--- config.mk ---
export PLATFORM = sky130hd
export DESIGN_NAME = adc_push_rcvr_flat
export DESIGN_NICKNAME = d
export VERILOG_FILES = /design/src/rtl/adc_push_rcvr_if.sv /design/src/rtl/adc_push_rcvr.sv /design/src/flat_wrapper.sv
export SDC_FILE = /design/constraint.sdc
export NUM_CORES = 1
export LEC_CHECK = 0
export CORE_UTILIZATION = 55
export CTS_CLUSTER_DIAMETER = 60
export DETAILED_ROUTE_END_ITERATION = 10
export PLACE_DENSITY_LB_ADDON = 0.05
export REMOVE_ABC_BUFFERS = 1
export SLEW_MARGIN = 20
export SYNTH_ARGS = -nofsm -noshare
export SYNTH_HDL_FRONTEND = slang
export SYNTH_SLANG_ARGS = --single-unit
--- constraint.sdc ---
create_clock -name i_clk -period 4.3 [get_ports i_clk]
set_clock_uncertainty 0.1 [all_clocks]
set_input_delay 0.86 -clock i_clk [delete_from_list [all_inputs] [get_ports i_clk]]
set_output_delay 0.86 -clock i_clk [all_outputs]
set_load 0.01 [all_outputs]
--- src/rtl/adc_push_rcvr_if.sv ---
// Interface bundling the ADC push handshake, error control and the
// valid/ready output stream of adc_push_rcvr.
//   oen_b[5:0]   ADC output enables, active low
//   lpush_b      push strobe, active low
//   end_tgl      end-of-frame toggle
//   adc_data     shared 12-bit ADC bus
//   clr_err      clear of the sticky error flags
//   dout[17:0]   output word, [17:16] = type
//   dvalid       dout is valid
//   dready       downstream accepts dout
//   frame_cnt    closed-frame counter
//   ovfl, perr   sticky overflow / protocol-error flags
interface adc_push_rcvr_if;
  logic [5:0]  oen_b;
  logic        lpush_b;
  logic        end_tgl;
  logic [11:0] adc_data;
  logic        clr_err;
  logic [17:0] dout;
  logic        dvalid;
  logic        dready;
  logic [7:0]  frame_cnt;
  logic        ovfl;
  logic        perr;

  // Master: block controller / ADCs plus downstream consumer
  modport master (
    output oen_b, lpush_b, end_tgl, adc_data, clr_err, dready,
    input  dout, dvalid, frame_cnt, ovfl, perr
  );

  // Slave: the receiver
  modport slave (
    input  oen_b, lpush_b, end_tgl, adc_data, clr_err, dready,
    output dout, dvalid, frame_cnt, ovfl, perr
  );
endinterface

--- src/rtl/adc_push_rcvr.sv ---
// CFEB ADC readout receiver. Registers the ADC handshake pins, captures words
// tagged with their ADC index into a FWFT FIFO, closes frames on END toggles
// with a word-count and checksum trailer, and streams the FIFO out via
// valid/ready.
//   i_clk    system clock
//   i_rst_b  asynchronous reset, active low
//   io_bus   adc_push_rcvr_if.slave (handshake inputs, output stream, flags)
module adc_push_rcvr #(
  parameter int unsigned DEPTH  = 16,
  parameter int unsigned WCNT_W = 10
) (
  input  logic             i_clk,
  input  logic             i_rst_b,
  adc_push_rcvr_if.slave   io_bus
);
  localparam int unsigned AW = $clog2(DEPTH);
  localparam int unsigned CW = AW + 1;
  localparam int unsigned DW = 18;

  typedef enum logic [1:0] {IDLE, COLLECT, TRL_CNT, TRL_CHK} state_t;

  // Input stage: every pin registered once
  logic [5:0]  r_oen_b;
  logic        r_lpush_b;
  logic        r_end;
  logic        r_end_d;
  logic [11:0] r_adc;

  always_ff @(posedge i_clk or negedge i_rst_b) begin
    if (!i_rst_b) begin
      r_oen_b   <= 6'h3f;
      r_lpush_b <= 1'b1;
      r_end     <= 1'b0;
      r_end_d   <= 1'b0;
      r_adc     <= 12'd0;
    end else begin
      r_oen_b   <= io_bus.oen_b;
      r_lpush_b <= io_bus.lpush_b;
      r_end     <= io_bus.end_tgl;
      r_end_d   <= r_end;
      r_adc     <= io_bus.adc_data;
    end
  end

  // Push decode
  logic       w_push;
  logic       w_onehot;
  logic       w_capture;
  logic       w_end_edge;
  logic [2:0] w_idx;

  assign w_push     = ~r_lpush_b;
  assign w_onehot   = $onehot(~r_oen_b);
  assign w_capture  = w_push & w_onehot;
  assign w_end_edge = r_end ^ r_end_d;

  always_comb begin
    w_idx = 3'd0;
    for (int i = 0; i < 6; i++) begin
      if (!r_oen_b[i]) w_idx = 3'(i);
    end
  end

  // FIFO state
  logic [DW-1:0] r_mem [DEPTH];
  logic [AW-1:0] r_wr_ptr;
  logic [AW-1:0] r_rd_ptr;
  logic [CW-1:0] r_count;
  logic [DW-1:0] r_dout;
  logic          r_dvalid;

  logic          w_pop;
  logic          w_fifo_free;
  logic [AW-1:0] w_rd_ptr_nxt;
  logic [CW-1:0] w_cnt_after_pop;

  assign w_pop           = r_dvalid & io_bus.dready;
  assign w_fifo_free     = (r_count != CW'(DEPTH)) | w_pop;
  assign w_rd_ptr_nxt    = r_rd_ptr + AW'(w_pop);
  assign w_cnt_after_pop = r_count - CW'(w_pop);

  // Frame state
  state_t            r_state;
  state_t            w_state_nxt;
  logic [WCNT_W-1:0] r_cnt;
  logic [11:0]       r_chk;
  logic [7:0]        r_frame_cnt;
  logic              r_ovfl;
  logic              r_perr;

  logic          w_wr_en;
  logic [DW-1:0] w_wr_data;
  logic          w_data_acc;
  logic          w_ovfl_set;
  logic          w_perr_set;
  logic          w_frame_done;

  always_ff @(posedge i_clk or negedge i_rst_b) begin
    if (!i_rst_b) r_state <= IDLE;
    else          r_state <= w_state_nxt;
  end

  // Next state and FIFO write source selection
  always_comb begin
    w_state_nxt  = r_state;
    w_wr_en      = 1'b0;
    w_wr_data    = '0;
    w_data_acc   = 1'b0;
    w_ovfl_set   = 1'b0;
    w_perr_set   = w_push & ~w_onehot;
    w_frame_done = 1'b0;
    unique case (r_state)
      IDLE, COLLECT: begin
        if (w_capture) begin
          if (w_fifo_free) begin
            w_wr_en    = 1'b1;
            w_wr_data  = {2'b00, 1'b0, w_idx, r_adc};
            w_data_acc = 1'b1;
          end else begin
            w_ovfl_set = 1'b1;
          end
          w_state_nxt = COLLECT;
        end
        // A word captured together with the END edge is written this cycle,
        // so it lands ahead of the count trailer.
        if (w_end_edge) w_state_nxt = TRL_CNT;
      end
      TRL_CNT: begin
        if (w_capture) w_perr_set = 1'b1;
        if (w_fifo_free) begin
          w_wr_en     = 1'b1;
          w_wr_data   = {2'b01, 16'(r_cnt)};
          w_state_nxt = TRL_CHK;
        end
      end
      TRL_CHK: begin
        if (w_capture) w_perr_set = 1'b1;
        if (w_fifo_free) begin
          w_wr_en      = 1'b1;
          w_wr_data    = {2'b10, 4'b0, r_chk};
          w_frame_done = 1'b1;
          w_state_nxt  = IDLE;
        end
      end
      default: w_state_nxt = IDLE;
    endcase
  end

  // Per-frame count/checksum, frame counter and sticky flags
  always_ff @(posedge i_clk or negedge i_rst_b) begin
    if (!i_rst_b) begin
      r_cnt       <= '0;
      r_chk       <= 12'd0;
      r_frame_cnt <= 8'd0;
      r_ovfl      <= 1'b0;
      r_perr      <= 1'b0;
    end else begin
      if (w_frame_done) begin
        r_cnt       <= '0;
        r_chk       <= 12'd0;
        r_frame_cnt <= r_frame_cnt + 8'd1;
      end else if (w_data_acc) begin
        if (r_cnt != '1) r_cnt <= r_cnt + WCNT_W'(1);
        r_chk <= r_chk ^ r_adc;
      end
      r_ovfl <= w_ovfl_set | (r_ovfl & ~io_bus.clr_err);
      r_perr <= w_perr_set | (r_perr & ~io_bus.clr_err);
    end
  end

  // FIFO storage (no reset needed on the array)
  always_ff @(posedge i_clk) begin
    if (w_wr_en) r_mem[r_wr_ptr] <= w_wr_data;
  end

  // FIFO pointers and output register; dout mirrors the head entry, so it
  // reflects a write one cycle later and holds while stalled.
  always_ff @(posedge i_clk or negedge i_rst_b) begin
    if (!i_rst_b) begin
      r_wr_ptr <= '0;
      r_rd_ptr <= '0;
      r_count  <= '0;
      r_dout   <= '0;
      r_dvalid <= 1'b0;
    end else begin
      if (w_wr_en) r_wr_ptr <= r_wr_ptr + AW'(1);
      r_rd_ptr <= w_rd_ptr_nxt;
      r_count  <= w_cnt_after_pop + CW'(w_wr_en);
      r_dvalid <= (w_cnt_after_pop != '0);
      if (w_cnt_after_pop != '0) r_dout <= r_mem[w_rd_ptr_nxt];
    end
  end

  assign io_bus.dout      = r_dout;
  assign io_bus.dvalid    = r_dvalid;
  assign io_bus.frame_cnt = r_frame_cnt;
  assign io_bus.ovfl      = r_ovfl;
  assign io_bus.perr      = r_perr;
endmodule
--- src/flat_wrapper.sv ---
// flat-port wrapper written by rule: the top's interface ports become plain ports
module adc_push_rcvr_flat 
#(
  parameter int unsigned DEPTH  = 16,
  parameter int unsigned WCNT_W = 10
)
  (i_clk, i_rst_b, io_bus_oen_b, io_bus_lpush_b, io_bus_end_tgl, io_bus_adc_data, io_bus_clr_err, io_bus_dready, io_bus_dout, io_bus_dvalid, io_bus_frame_cnt, io_bus_ovfl, io_bus_perr);
  adc_push_rcvr_if io_bus_i ();
  input  logic i_clk;
  input  logic i_rst_b;
  input wire logic [$bits(io_bus_i.oen_b)-1:0] io_bus_oen_b;
  input wire logic [$bits(io_bus_i.lpush_b)-1:0] io_bus_lpush_b;
  input wire logic [$bits(io_bus_i.end_tgl)-1:0] io_bus_end_tgl;
  input wire logic [$bits(io_bus_i.adc_data)-1:0] io_bus_adc_data;
  input wire logic [$bits(io_bus_i.clr_err)-1:0] io_bus_clr_err;
  input wire logic [$bits(io_bus_i.dready)-1:0] io_bus_dready;
  output wire logic [$bits(io_bus_i.dout)-1:0] io_bus_dout;
  output wire logic [$bits(io_bus_i.dvalid)-1:0] io_bus_dvalid;
  output wire logic [$bits(io_bus_i.frame_cnt)-1:0] io_bus_frame_cnt;
  output wire logic [$bits(io_bus_i.ovfl)-1:0] io_bus_ovfl;
  output wire logic [$bits(io_bus_i.perr)-1:0] io_bus_perr;
  assign io_bus_i.oen_b = io_bus_oen_b;
  assign io_bus_i.lpush_b = io_bus_lpush_b;
  assign io_bus_i.end_tgl = io_bus_end_tgl;
  assign io_bus_i.adc_data = io_bus_adc_data;
  assign io_bus_i.clr_err = io_bus_clr_err;
  assign io_bus_i.dready = io_bus_dready;
  assign io_bus_dout = io_bus_i.dout;
  assign io_bus_dvalid = io_bus_i.dvalid;
  assign io_bus_frame_cnt = io_bus_i.frame_cnt;
  assign io_bus_ovfl = io_bus_i.ovfl;
  assign io_bus_perr = io_bus_i.perr;
  adc_push_rcvr #(.DEPTH(DEPTH), .WCNT_W(WCNT_W)) u_core (.i_clk(i_clk), .i_rst_b(i_rst_b), .io_bus(io_bus_i));
endmodule
==> run summary <==
status - complete, no violations
share of the yosys chip area belonging to registers - 71.2%
fin nets - 935
fraction of registers with async set or reset after synthesis - 24.0%
row cnt - 59
Worst setup SP type - flip-flop
Max Slew Vio Count - 0
GRT overflow - 0
Util after Layout - 64.6%
dpl cells - 1187
post-synthesis mux area share - 13.9%
Area Overhead vs Synth - 15.7%
Antenna Violating Nets Remaining - 0
CP Class - flip-flop to flip-flop
worst path arrival time - 3.82 ns
Die Width - 164 µm
syn avg cell area - 18.3 µm²
setup TNS - 0 ns
most common flop cell mapped by yosys - edfxtp_1
I/O Pins - 53
Seq pwr share - 39.7%
Least-Margin Pin Slew - 0.862 ns
Synth cell types - 63
post-synthesis compound-gate area fraction - 4.57%
Max-Cap Viols - 0
Tot Pwr - 12.5 mW
# clock sinks - 358
Fillers - 1797
DRT iter0 DRCs - 709
Reg-to-Reg End - u_core.r_mem[1][4]
DR vias - 7704
largest fanout on the critical path - 17
Internal Pwr Total - 8.48 mW
DRT Wirelength - 30.7 mm
Seq cells post-synth - 358
Worst slew margin - 42.5%
Non-Filler Instances - 1250
Mapped Cells - 795
cts repair resizes - 0
post-route DRC violation count - 0
drt wl/cell - 24.6 µm
pwr/cell area - 744 nW/µm²
Setup crit end - u_core.r_mem[1][4]
Net Sw Frac - 32.1%
synth top area cells - edfxtp_1, dfrtp_1, mux4_2, mux2i_1, ha_1
Max Clk Rate - 270 MHz
Setup Buffers After CTS - 0
vias per cell - 6.16
Clock transition at path regs - 0.06 ns
RSZ-0062 raised after global routing - false
first-pass GRT wire length - 46.8 mm
antenna cell count - 0
Post-Synth Simple-Gate Area - 4.36%
top-count cell post-synth - edfxtp_1
router iterations before antenna repair - 5
reg-to-reg slack, setup - 0.60 ns
Core Footprint - 26000 µm²
deepest clock path buffer count - 3
xor/xnor share of the synthesized area - 1.26%
Final Hold Fails - 0
clock network fraction of total power - 23.7%
Detail Placement HPWL - 18.8 mm
Leak - 6.19 nW
combinational family with the most area after synthesis - multiplexers
peak supply drop - 437 µV
initial antenna violation count - 0
top cell type by total area after synthesis - edfxtp_1
CTS H-tree depth - 2
CTS tree - yes
Post-Synth Adder-Cell Area - 1.83%
die height - 164 µm
Clk Latency, worst-skew pair - 0.51 ns
worst reg-to-reg path cell count - 10
share of the synthesized area in the top cell type - 56.3%
Combinational Power Share - 36.6%
PortBufs - 51
Hold Path Class - input port to asynchronous set/reset pin
die area - 27000 µm²
fin crit period - 3.70 ns
Post-synth EDFFs - 272
Worst setup EP type - flip-flop
cell area after synthesis - 14500 µm²
share of cells above drive strength 1 - 22.6%
Final setup viols - 0
Post-CTS Hold Buffers - 0
yosys warns - 0
gpl congestion - 0.845
Critical Path Source - u_core.r_oen_b[2]
FF-to-FF Start - u_core.r_oen_b[2]
Initial Util - 55.9%
CTS Root Buffer Type - clkbuf_16
largest net degree at the start of global routing - 47
Psw - 4.02 mW
CP required - 4.42 ns
most common library cells after synthesis - edfxtp_1, dfrtp_1, mux4_2, inv_1, mux2i_1
vias in the first global route - 7985
final cycle utilization of the critical path - 86.1%
All-Layer GR Usage - 24.0%
CTS buffer count - 37
[final cells by class]
class	count	area (µm²)	share of cell area [%]
Clock buffer	47	973	5.80
Clock inverter	16	136	0.812
Inverter	54	203	1.21
Multi-Input combinational cell	342	3820	22.8
Sequential cell	358	10300	61.5
Tap cell	335	419	2.50
Timing Repair Buffer	98	911	5.42
[layout by cell type (no fill, tap or decap), types with 7 or more instances in the layout]
cell and count:
nand3_1 14, nor3_1 12, nand2_1 18, buf_4 44, mux4_2 68, ha_1 16
edfxtp_1 272, dfstp_2 7, clkbuf_16 37, inv_1 54, a221o_1 11, nor2_1 17
clkbuf_1 9, xnor2_1 14, and3_1 8, clkdlybuf4s50_1 50, mux2_2 11, dfrtp_1 79
a211o_1 14, a222oi_1 17, mux2i_1 36
[worst max-delay path, stage by stage (launching register included)]
cell,delay (ns)
dfstp_2,0.54
inv_1,0.05
ha_1,0.30
inv_1,0.06
fa_1,0.39
inv_1,0.07
ha_1,0.28
nor4_4,0.46
nand2_2,0.31
nor3_1,0.31
a221o_1,0.54
[power groups by stage]
stage          combinational (mW)  sequential [mW]  clock, mW
6_report                     4.58             4.96       2.96
5_1_grt                      4.93             5.03       3.14
4_1_cts                      4.63             4.96       3.01
2_1_floorplan                3.08             4.98          0
3_5_place_dp                 4.61             5.02          0
3_3_place_gp                 4.51             4.98          0
[state kept, by name, indices dropped and copies added, names as in the netlist, 2 cells and up]
signal,flops
u_core.io_bus.dout,17
u_core.io_bus.frame_cnt,8
u_core.r_adc,12
u_core.r_chk,12
u_core.r_cnt,10
u_core.r_count,5
u_core.r_mem,272
u_core.r_oen_b,6
u_core.r_rd_ptr,4
u_core.r_state,2
u_core.r_wr_ptr,4
[logic make-up after synthesis]
family | Yosys count
buf+inv | 95
simple gates | 110
fa+ha+maj | 20
other cells | 1
xor+xnor | 20
flops | 358
compound gates | 76
mux | 115
[per-stage QoR]
step                area, µm²  hold slack, ns  setup slack (ns)
floorplan               14300           0.273            -0.493
global placement        15700           0.291             0.807
detailed placement      15700           0.295             0.637
CTS                     16800           0.288             0.617
global route            16800           0.299             0.365
finish                  16800           0.272             0.600
[layer usage]
| layer | GRT usage [%] | share of wire [%] |
|---|---|---|
| met1 | 32.4 | 42 |
| met2 | 40.5 | 51 |
| met3 | 3.54 | 5.0 |
| met4 | 7.67 | 2.3 |
| met5 | 0 | 0 |
[how the worst min path moves through the flow]
stage,start,to,slack (ns)
2_1_floorplan,u_core.r_end,u_core.r_end_d,0.27
3_3_place_gp,u_core.r_end,u_core.r_end_d,0.29
3_5_place_dp,u_core.r_end,u_core.r_end_d,0.30
4_1_cts,i_rst_b,u_core.io_bus.dout[9],0.29
5_1_grt,i_rst_b,u_core.io_bus.dout[9],0.30
6_report,i_rst_b,u_core.io_bus.dout[9],0.27
Power figures use the tool's default switching activity.
